===== config.mk =====
export PLATFORM = sky130hd
export DESIGN_NAME = hazard_ctrl
export DESIGN_NICKNAME = d
export VERILOG_FILES = /design/src/rtl/hazard_ctrl_pkg.sv /design/src/rtl/hazard_detect.sv /design/src/rtl/hazard_ctrl.sv
export SDC_FILE = /design/constraint.sdc
export NUM_CORES = 1
export LEC_CHECK = 0
export CELL_PAD_IN_SITES_DETAIL_PLACEMENT = 1
export CELL_PAD_IN_SITES_GLOBAL_PLACEMENT = 2
export CORE_MARGIN = 2
export CORE_UTILIZATION = 25
export DETAILED_ROUTE_END_ITERATION = 8
export HOLD_SLACK_MARGIN = 0.08
export PLACE_DENSITY = 0.83
export SLEW_MARGIN = 0
export SYNTH_ARGS = -nofsm -noshare
export SYNTH_HDL_FRONTEND = slang
export SYNTH_HIERARCHICAL = 1
export SYNTH_SLANG_ARGS = --single-unit

===== constraint.sdc =====
create_clock -name clk -period 4 [get_ports clk]
set_input_delay 0.8 -clock clk [delete_from_list [all_inputs] [get_ports clk]]
set_output_delay 0.8 -clock clk [all_outputs]
set_load 0.01 [all_outputs]

===== src/rtl/hazard_ctrl_pkg.sv =====
// Shared definitions for the pipeline hazard sequencer: state encoding, defaults, NOP encoding.
package hazard_ctrl_pkg;

  localparam logic [1:0] StRun       = 2'd0;
  localparam logic [1:0] StMemWait   = 2'd1;
  localparam logic [1:0] StRedirPend = 2'd2;
  localparam logic [1:0] StHalted    = 2'd3;

  localparam int unsigned RegWDefault = 4;
  localparam logic [15:0] NopInstr    = 16'h4000;

  function automatic logic [15:0] sat_inc16(input logic [15:0] val);
    return (val == 16'hFFFF) ? val : val + 16'd1;
  endfunction

endpackage


===== src/rtl/hazard_detect.sv =====
// Combinational load-use comparator between the instruction in ID and a load in EX.
module hazard_detect #(
  parameter int unsigned REG_W = 4
) (
  input  logic [REG_W-1:0] id_rs_i,
  input  logic [REG_W-1:0] id_rt_i,
  input  logic             id_use_rs_i,
  input  logic             id_use_rt_i,
  input  logic             ex_memread_i,
  input  logic [REG_W-1:0] ex_rd_i,
  output logic             load_use_o
);

  logic rs_hit, rt_hit;

  assign rs_hit = id_use_rs_i && (ex_rd_i == id_rs_i);
  assign rt_hit = id_use_rt_i && (ex_rd_i == id_rt_i);

  // r0 is hardwired to zero, so a load targeting it never creates a dependency.
  assign load_use_o = ex_memread_i && (ex_rd_i != '0) && (rs_hit || rt_hit);

endmodule


===== src/rtl/hazard_ctrl.sv =====
// Pipeline sequencer: stall/flush control, deferred branch redirects, D-miss timeout and halt.
// Optional HAZ_PERF_CNT_EN adds saturating stall/flush cycle counters.
module hazard_ctrl
  import hazard_ctrl_pkg::*;
#(
  parameter int unsigned REG_W       = RegWDefault,
  parameter int unsigned MEM_TIMEOUT = 255
) (
  input  logic             clk,
  input  logic             rst_n,
  input  logic [REG_W-1:0] id_rs,
  input  logic [REG_W-1:0] id_rt,
  input  logic             id_use_rs,
  input  logic             id_use_rt,
  input  logic             ex_memread,
  input  logic [REG_W-1:0] ex_rd,
  input  logic             id_branch_taken,
  input  logic             imiss_busy,
  input  logic             dmiss_busy,
  input  logic             wb_halt,
  output logic             pc_wen,
  output logic             pc_redirect,
  output logic             ifid_stall,
  output logic             ifid_flush,
  output logic             idex_stall,
  output logic             idex_flush,
  output logic             exmem_stall,
  output logic             memwb_flush,
  output logic             halted,
  output logic             mem_timeout_err
`ifdef HAZ_PERF_CNT_EN
  ,
  output logic [15:0]      perf_stall_cnt,
  output logic [15:0]      perf_flush_cnt
`endif
);

  localparam logic [7:0] TimeoutCnt = 8'(MEM_TIMEOUT);

  logic [1:0] state_q, state_d;
  logic       redir_q, redir_d;
  logic [7:0] wait_cnt_q, wait_cnt_d;
  logic       err_q, err_d;
  logic       load_use;

  logic pc_wen_raw, pc_redirect_raw, ifid_stall_raw, ifid_flush_raw;
  logic idex_stall_raw, idex_flush_raw, exmem_stall_raw, memwb_flush_raw, halted_raw;

  hazard_detect #(
    .REG_W(REG_W)
  ) u_hazard_detect (
    .id_rs_i      (id_rs),
    .id_rt_i      (id_rt),
    .id_use_rs_i  (id_use_rs),
    .id_use_rt_i  (id_use_rt),
    .ex_memread_i (ex_memread),
    .ex_rd_i      (ex_rd),
    .load_use_o   (load_use)
  );

  always_comb begin
    state_d         = state_q;
    redir_d         = redir_q;
    wait_cnt_d      = '0;
    err_d           = err_q;
    pc_wen_raw      = 1'b0;
    pc_redirect_raw = 1'b0;
    ifid_stall_raw  = 1'b0;
    ifid_flush_raw  = 1'b0;
    idex_stall_raw  = 1'b0;
    idex_flush_raw  = 1'b0;
    exmem_stall_raw = 1'b0;
    memwb_flush_raw = 1'b0;
    halted_raw      = 1'b0;

    if (state_q == StHalted) begin
      halted_raw      = 1'b1;
      ifid_stall_raw  = 1'b1;
      idex_stall_raw  = 1'b1;
      exmem_stall_raw = 1'b1;
    end else if (dmiss_busy) begin
      ifid_stall_raw  = 1'b1;
      idex_stall_raw  = 1'b1;
      exmem_stall_raw = 1'b1;
      memwb_flush_raw = 1'b1;
      state_d         = StMemWait;
      wait_cnt_d      = (wait_cnt_q == TimeoutCnt) ? wait_cnt_q : wait_cnt_q + 8'd1;
      if (wait_cnt_d == TimeoutCnt) begin
        err_d = 1'b1;
      end
    end else if (load_use) begin
      // Branch in ID is held by the stall and re-evaluated next cycle.
      ifid_stall_raw = 1'b1;
      idex_flush_raw = 1'b1;
      state_d        = redir_q ? StRedirPend : StRun;
    end else if (redir_q || id_branch_taken) begin
      ifid_flush_raw = 1'b1;
      if (imiss_busy) begin
        redir_d = 1'b1;
        state_d = StRedirPend;
      end else begin
        pc_wen_raw      = 1'b1;
        pc_redirect_raw = 1'b1;
        redir_d         = 1'b0;
        state_d         = StRun;
      end
    end else if (imiss_busy) begin
      ifid_flush_raw = 1'b1;
      state_d        = StRun;
    end else begin
      pc_wen_raw = 1'b1;
      state_d    = StRun;
    end

    if (wb_halt) begin
      state_d = StHalted;
    end
  end

  always_ff @(posedge clk or negedge rst_n) begin
    if (!rst_n) begin
      state_q    <= StRun;
      redir_q    <= 1'b0;
      wait_cnt_q <= '0;
      err_q      <= 1'b0;
    end else begin
      state_q    <= state_d;
      redir_q    <= redir_d;
      wait_cnt_q <= wait_cnt_d;
      err_q      <= err_d;
    end
  end

  // All outputs are held low while reset is asserted.
  assign pc_wen          = rst_n & pc_wen_raw;
  assign pc_redirect     = rst_n & pc_redirect_raw;
  assign ifid_stall      = rst_n & ifid_stall_raw;
  assign ifid_flush      = rst_n & ifid_flush_raw;
  assign idex_stall      = rst_n & idex_stall_raw;
  assign idex_flush      = rst_n & idex_flush_raw;
  assign exmem_stall     = rst_n & exmem_stall_raw;
  assign memwb_flush     = rst_n & memwb_flush_raw;
  assign halted          = rst_n & halted_raw;
  assign mem_timeout_err = rst_n & err_q;

`ifdef HAZ_PERF_CNT_EN
  logic [15:0] stall_cnt_q, flush_cnt_q;

  always_ff @(posedge clk or negedge rst_n) begin
    if (!rst_n) begin
      stall_cnt_q <= '0;
      flush_cnt_q <= '0;
    end else begin
      if (!pc_wen_raw && (state_q != StHalted)) begin
        stall_cnt_q <= sat_inc16(stall_cnt_q);
      end
      if (ifid_flush_raw || idex_flush_raw) begin
        flush_cnt_q <= sat_inc16(flush_cnt_q);
      end
    end
  end

  assign perf_stall_cnt = stall_cnt_q;
  assign perf_flush_cnt = flush_cnt_q;
`endif

endmodule

==> tab_implementation.tex <==
\begin{tabular}{lr}
\hline
Metric & Value \\
\hline
\multicolumn{2}{l}{\textbf{Critical path}} \\
Cell repeated most along the worst path & sky130\_fd\_sc\_hd\_\_clkdlybuf4s50\_1 \\
Last element of the critical path & pc\_redirect \\
Startpoint of the worst-slack reg-to-reg timing path & wait\_cnt\_q[0] \\
Worst Setup Path Type & in2out \\
Largest stage delay, worst path & 0.56 ns \\
Setup slack of the worst register-to-register path & 2.29 ns \\
Critical Path, Cell by Cell & clkdlybuf4s50\_1, o41ai\_2, a21oi\_1, inv\_1, and2\_1, nand2\_1, nor3\_1, clkdlybuf4s50\_1 \\
Master of the slowest instance on the critical path & sky130\_fd\_sc\_hd\_\_clkdlybuf4s50\_1 \\
Beginning of the critical path & ex\_rd[0] \\
Cell count of the worst reg-to-reg path & 5 \\
Capture instance of the worst register-to-register path & err\_q \\
Data required time of the critical path & 3.20 ns \\
Element type at the critical path start & input pin \\
Kind of capture point of the worst setup path & primary output \\
Largest fanout of any net on the critical path & 4 \\
Arrival @ worst endpoint & 2.92 ns \\
\multicolumn{2}{l}{\textbf{Yosys}} \\
Proportion of register bits with asynchronous set or reset after synthesis & 100\% \\
Warnings, synthesis & 6 \\
Netlist area before placement & 774 um\^{}2 \\
FF+latch count, synth & 12 \\
Average cell area after synthesis & 8.61 um\^{}2 \\
Synthesized net count & 112 \\
Number of distinct library cell variants in the gate-level netlist after synthesis & 26 \\
Number of enable flip-flop cells after synthesis & 0 \\
Most common flop cell mapped by yosys & sky130\_fd\_sc\_hd\_\_dfrtp\_1 \\
Seq/Total Area, Yosys & 38.8\% \\
Syn Inst Count & 90 \\
\multicolumn{2}{l}{\textbf{Clock tree}} \\
Insertion delay to the later sink of the worst-skew pair & 0.28 ns \\
Clock slew at reported path FFs & 0.08 ns \\
Total CTS buffers & 3 \\
Hold buffer count at cts & 0 \\
Clock buffer depth & 2 \\
Setup repair bufs after CTS & 0 \\
H-tree depth & 1 \\
TritonCTS clock tree & done \\
Root cell of the clock tree & sky130\_fd\_sc\_hd\_\_clkbuf\_4 \\
Post-CTS Resized & 0 \\
Sink count of the clock tree & 12 \\
\multicolumn{2}{l}{\textbf{Floorplan}} \\
Area of the core region & 3000 um\^{}2 \\
Full die area & 3560 um\^{}2 \\
Initial standard-cell utilization of the core & 25.8\% \\
Row count & 20 \\
Chip Width & 59.7 um \\
Io pins & 31 \\
Die Y-Extent & 59.7 um \\
\multicolumn{2}{l}{\textbf{Route}} \\
Vias post-DR & 740 \\
Final wirelength & 2.26 mm \\
Number of nets with antenna violations after detailed routing & 0 \\
DRT Pass-1 Iters & 4 \\
Wire length on met3 & 51 um \\
Detailed-routed wire length on met2 & 1.09 mm \\
DRC & 0 \\
Per-cell via count in the routed design & 4.77 \\
Average wire per cell in the routed design & 14.6 um \\
Routed length on met1 & 1.08 mm \\
Iteration-0 DRC Markers & 17 \\
Highest signal layer in the routed design & met4 \\
\multicolumn{2}{l}{\textbf{STA}} \\
Tmin final & 3.72 ns \\
Hold violation total from the final report & 0 \\
Number of max-slew violations in the final report & 0 \\
Setup repair after global routing missed its margin & false \\
Max Clk Rate & 269 MHz \\
Final Skew & 0.00157 ns \\
Worst-margin pin slew & 0.351 ns \\
Period Utilization, post-route & 93.0\% \\
Remaining max-slew budget at the tightest pin & 76.5\% \\
Final-layout setup total negative slack & 0 ns \\
Final setup viols & 0 \\
\multicolumn{2}{l}{\textbf{Layout}} \\
Antenna Diode Count & 0 \\
Synthesis-to-layout area growth & 46.5\% \\
Nets & 146 \\
Most common cell after layout, fill and taps aside & sky130\_fd\_sc\_hd\_\_clkdlybuf4s50\_1 \\
Commonest cells after routing, fill and taps aside & sky130\_fd\_sc\_hd\_\_clkdlybuf4s50\_1 (30), sky130\_fd\_sc\_hd\_\_nor2\_1 (15), sky130\_fd\_sc\_hd\_\_dfrtp\_1 (12) \\
Share of layout cells above drive strength 1 & 5.74\% \\
Fillers & 368 \\
\multicolumn{2}{l}{\textbf{GRT}} \\
Number of global-route vias before repair & 785 \\
Sum of overflow across all layers after global routing & 0 \\
Antenna violations before repair & 0 \\
Wire length of the first global-routing pass & 3.63 mm \\
Pin count of the biggest net entering global routing & 12 \\
Total routing resource utilization after global routing & 13.8\% \\
\multicolumn{2}{l}{\textbf{Power}} \\
Overall power & 0.000252 W \\
Power per cell area & 222 nW/um\^{}2 \\
Cell leakage power & 0.464 nW \\
Peak supply drop & 120 uV \\
\multicolumn{2}{l}{\textbf{Worst hold path}} \\
Min-Delay Path Class & reg2reg \\
\multicolumn{2}{l}{\textbf{Placed design}} \\
Routability-driven placement congestion ratio & 0.854 \\
Input/output buffers & 30 \\
Estimated wirelength of the detail-placed design & 1.84 mm \\
\multicolumn{2}{l}{\textbf{Outcome}} \\
Outcome & finished clean \\
\multicolumn{2}{l}{\textbf{Flow run}} \\
Number of maximum-capacitance constraint violations & 0 \\
\hline
\end{tabular}
worst max-delay path: cells and delay by family:
family	cells	cell delay, ns
simple gates	3	0.47
buf+inv	3	1.14
compound gates	2	0.51
sequential cells by signal (all words and copies together), names as in the netlist:
register    cells
err_q           1
wait_cnt_q      8
redir_q         1
state_q         2
metrics by stage:
stage          util, %  instances  setup WS, ns  area, um^2  hold slack (ns)
2_1_floorplan        -         90          1.40         774            0.477
6_report          37.8        155         0.279        1130            0.523
4_1_cts           37.5        155         0.189        1130            0.526
3_5_place_dp      36.8        152         0.208        1100            0.506
5_1_grt           37.8        155        0.0643        1130            0.562
3_3_place_gp      36.8        152         0.307        1100            0.502
report_power, final:
part	internal (W)	switching [W]	total (W)
logic	0.0000290	0.0000202	0.0000492
clock network	0.0000349	0.0000419	0.0000769
registers	0.000123	0.00000208	0.000126
worst min-delay path by stage:
stage	start	end	slack (ns)	cells past startpoint
finish	state_q[1]	state_q[1]	0.52	2
floorplan	state_q[1]	state_q[1]	0.48	2
global route	state_q[1]	state_q[1]	0.56	2
CTS	state_q[1]	state_q[1]	0.53	2
global placement	state_q[1]	state_q[1]	0.50	2
detailed placement	state_q[1]	state_q[1]	0.51	2
cells in the mapped netlist, types with 2 or more instances:
cell type | number | area (um^2)
sky130_fd_sc_hd__dfrtp_1 | 12 | 300
sky130_fd_sc_hd__inv_1 | 6 | 22.5
sky130_fd_sc_hd__o41ai_1 | 2 | 17.5
sky130_fd_sc_hd__xor2_1 | 7 | 61.3
sky130_fd_sc_hd__xnor2_1 | 5 | 43.8
sky130_fd_sc_hd__nand2_1 | 6 | 22.5
sky130_fd_sc_hd__nor3_1 | 4 | 20.0
sky130_fd_sc_hd__and3_1 | 3 | 18.8
sky130_fd_sc_hd__a211oi_1 | 2 | 15.0
sky130_fd_sc_hd__nor2_1 | 15 | 56.3
sky130_fd_sc_hd__a21oi_1 | 10 | 50.1
sky130_fd_sc_hd__nand3_1 | 4 | 20.0
per-layer routing:
layer | global-route usage, % | up-vias
met5 | 0 | -
met4 | 5.71 | 0
met3 | 2.16 | 4
li1 | - | 376
met2 | 21.3 | 14
met1 | 19.1 | 346
cell type report:
type	instances	area (um^2)	area share (%)
multi-input combinational	70	440	38.8
timing repair buffer	31	308	27.1
sequential	12	300	26.5
tap	33	41.3	3.64
clock buffer	3	22.5	1.98
inverter	6	22.5	1.98
cells by family after synthesis:
group / Yosys count / synth area share (%)
buf+inv: 8 / 5.33
flops: 12 / 38.8
simple gates: 36 / 21.8
mux: 1 / 1.29
compound gates: 20 / 17.6
xor+xnor: 12 / 13.6
fa+ha+maj: 1 / 1.62
No activity file was read; power rests on OpenSTA's default activity.
==> edit (same settings) <==
The option `HAZ_PERF_CNT_EN` is turned on by a define.
--- a/src/rtl/hazard_ctrl.sv
+++ b/src/rtl/hazard_ctrl.sv
@@ -1,5 +1,7 @@
 // Pipeline sequencer: stall/flush control, deferred branch redirects, D-miss timeout and halt.
 // Optional HAZ_PERF_CNT_EN adds saturating stall/flush cycle counters.
+`define HAZ_PERF_CNT_EN
+
 module hazard_ctrl
   import hazard_ctrl_pkg::*;
 #(
Formal check against the unedited RTL (old outputs only; new: perf_flush_cnt and perf_stall_cnt): equivalent (equiv_simple and equiv_induct, registers matched by name and starting in step).
==> edit against the unedited design <==
Total power increased to 3.7 times the old value; clock skew increased by 0.0037 ns; setup slack improved by 0.040 ns; final area increased to 2.9 times the old value; area after synthesis increased to 3.2 times the old value; non-clock buffer count increased by 35; sequential cell count increased by 32; routed wire length increased to 2.8 times the old value; global-route usage decreased by 1.5 points; clock power increased to 3.7 times the old value.
==> edit: results (changes against the unedited design) <==
| Metric | Value |
|---|---|
| Total Routed Length | `6270 um (+180%)` |
| NumNets Final | `328 (+120%)` |
| Final worst clock skew | `0.00526 ns (+0.00370 ns)` |
| First-pass GRT wire length | `10500 um (+190%)` |
| Routability cong. | `0.786 (-8.0%)` |
| Clk_lat worst skew | `0.29 ns` |
| WP data arrival | `2.88 ns (-0.04 ns)` |
| CP endpoint | `ifid_stall` |
| FF-to-FF path depth | `4 (-1)` |
| DP HPWL | `4840 um (+160%)` |
| CP Launch Point | `ex_rd[1]` |
| Crit Reg-Reg Endpoint | `perf_flush_cnt[1]` |
| Worst r2r src | `perf_flush_cnt[7]` |
| Synth top area cells | `dfrtp_1 45%, xor2_1 6.8%, xnor2_1 4.7%, a21oi_1 3.1%, nor4_4 2.6%` |
| R2R Setup Slk | `2.13 ns (-0.16 ns)` |
| Largest net degree at the start of global routing | `28 (+16)` |
| Final hold slack | `0.364 ns (-0.159 ns)` |
| Final Non-Filler Cells | `438 (+180%)` |
| Gr usage total | `12.3% (-1.5 points)` |
| Placed Cells | `430 (+180%)` |
| CTS root buffer | `clkbuf_8` |
| Status | `finished, final reports clean` |
| Top fanout value on the critical path | `7 (+3)` |
| Post-synthesis sequential area ratio | `45.0% (+6.2 points)` |
| Cells after Synth | `236 (+160%)` |
| Synth cell count leaders | `44 x dfrtp_1, 19 x xor2_1, 15 x a21oi_1` |
| H-tree levels | `2 (+1)` |
| 1st-iter DRT viols | `40 (+23)` |
| Net Count, Synth | `260 (+130%)` |
| Power Internal | `685 uW (+270%)` |
| DR vias/cell | `4.69 (-1.7%)` |
| Vias in the first global route | `2091 (+170%)` |
| Synth warn | `6 (unchanged)` |
| M1 wire length | `2900 um (+170%)` |
| Number of buffers created by CTS | `5 (+2)` |
| PortBufs | `62 (+110%)` |
| Layout cells sized above 1 | `9.18% (+3.4 points)` |
| Met2 WL | `3090 um (+180%)` |
| Met3 WL | `222 um (+340%)` |
| Highest Signal Layer | `met4` |
| Worst Tran Pin Value | `0.609 ns (+0.258 ns)` |
| Clock tree buffer depth | `2 (unchanged)` |
| Fill cells | `1125 (+210%)` |
| Reported leakage power | `1.34 nW (+190%)` |
| Hold/Removal Path Class | `in -> async` |
| VDD IR max | `0.145 mV (+20%)` |
| Synth cell types | `44 (+69%)` |
==> edit: changes by cell type after synthesis, moves of 4 or more <==
cell	change
a31oi_1	+8
a21oi_1	+5
nor4_1	+4
dfrtp_1	+32
xnor2_1	+8
nand2_1	+7
and3_1	+4
nor3_1	+8
nand3_1	+7
xor2_1	+12
nand4_1	+10
==> edit: kinds of logic (layout without fill, tap and decap cells) <==
group	Yosys count	count (layout)	synth area share (%)
muxes	5	5	2.61
DFF	44	44	45.0
xor gates and xnor gates	32	32	11.5
adders and majority gates	3	3	1.53
buffers and inverters	11	80	1.94
AOI/OAI and AO/OA	42	42	11.0
and+or+nand+nor	99	99	26.5
==> edit: power groups by stage <==
stage | Combinational, mW | Sequential, mW | Clock, mW
4_1_cts | 0.150 | 0.489 | 0.303
3_3_place_gp | 0.143 | 0.496 | 0
5_1_grt | 0.161 | 0.493 | 0.321
3_5_place_dp | 0.149 | 0.497 | 0
2_1_floorplan | 0.0515 | 0.500 | 0
6_report | 0.146 | 0.488 | 0.286
==> edit: final cells by class <==
class                           count  share of cell area, %
Sequential cell                    44                   33.1
Tap cell                          133                   5.01
Clock buffer                        8                   2.71
Timing Repair Buffer               66                   19.4
Multi-Input combinational cell    181                   39.1
Inverter                            6                  0.677
==> edit: stage by stage <==
step | area, sq um | util [%] | total power [mW] | worst slack, ns
after CTS | 3320 | 34.5 | 0.941 | 0.298
after floorplan | 2450 | - | 0.552 | 1.21
after detailed placement | 3230 | 33.6 | 0.646 | 0.323
after global routing | 3320 | 34.5 | 0.974 | 0.136
after global placement | 3230 | 33.6 | 0.640 | 0.350
final | 3320 | 34.5 | 0.920 | 0.319
==> edit: layer usage <==
metal  global-route usage [%]  up-vias
li1                         -     1005
met4                     2.33        0
met5                        0        -
met2                     20.8       32
met3                     2.98        7
met1                     16.2     1012
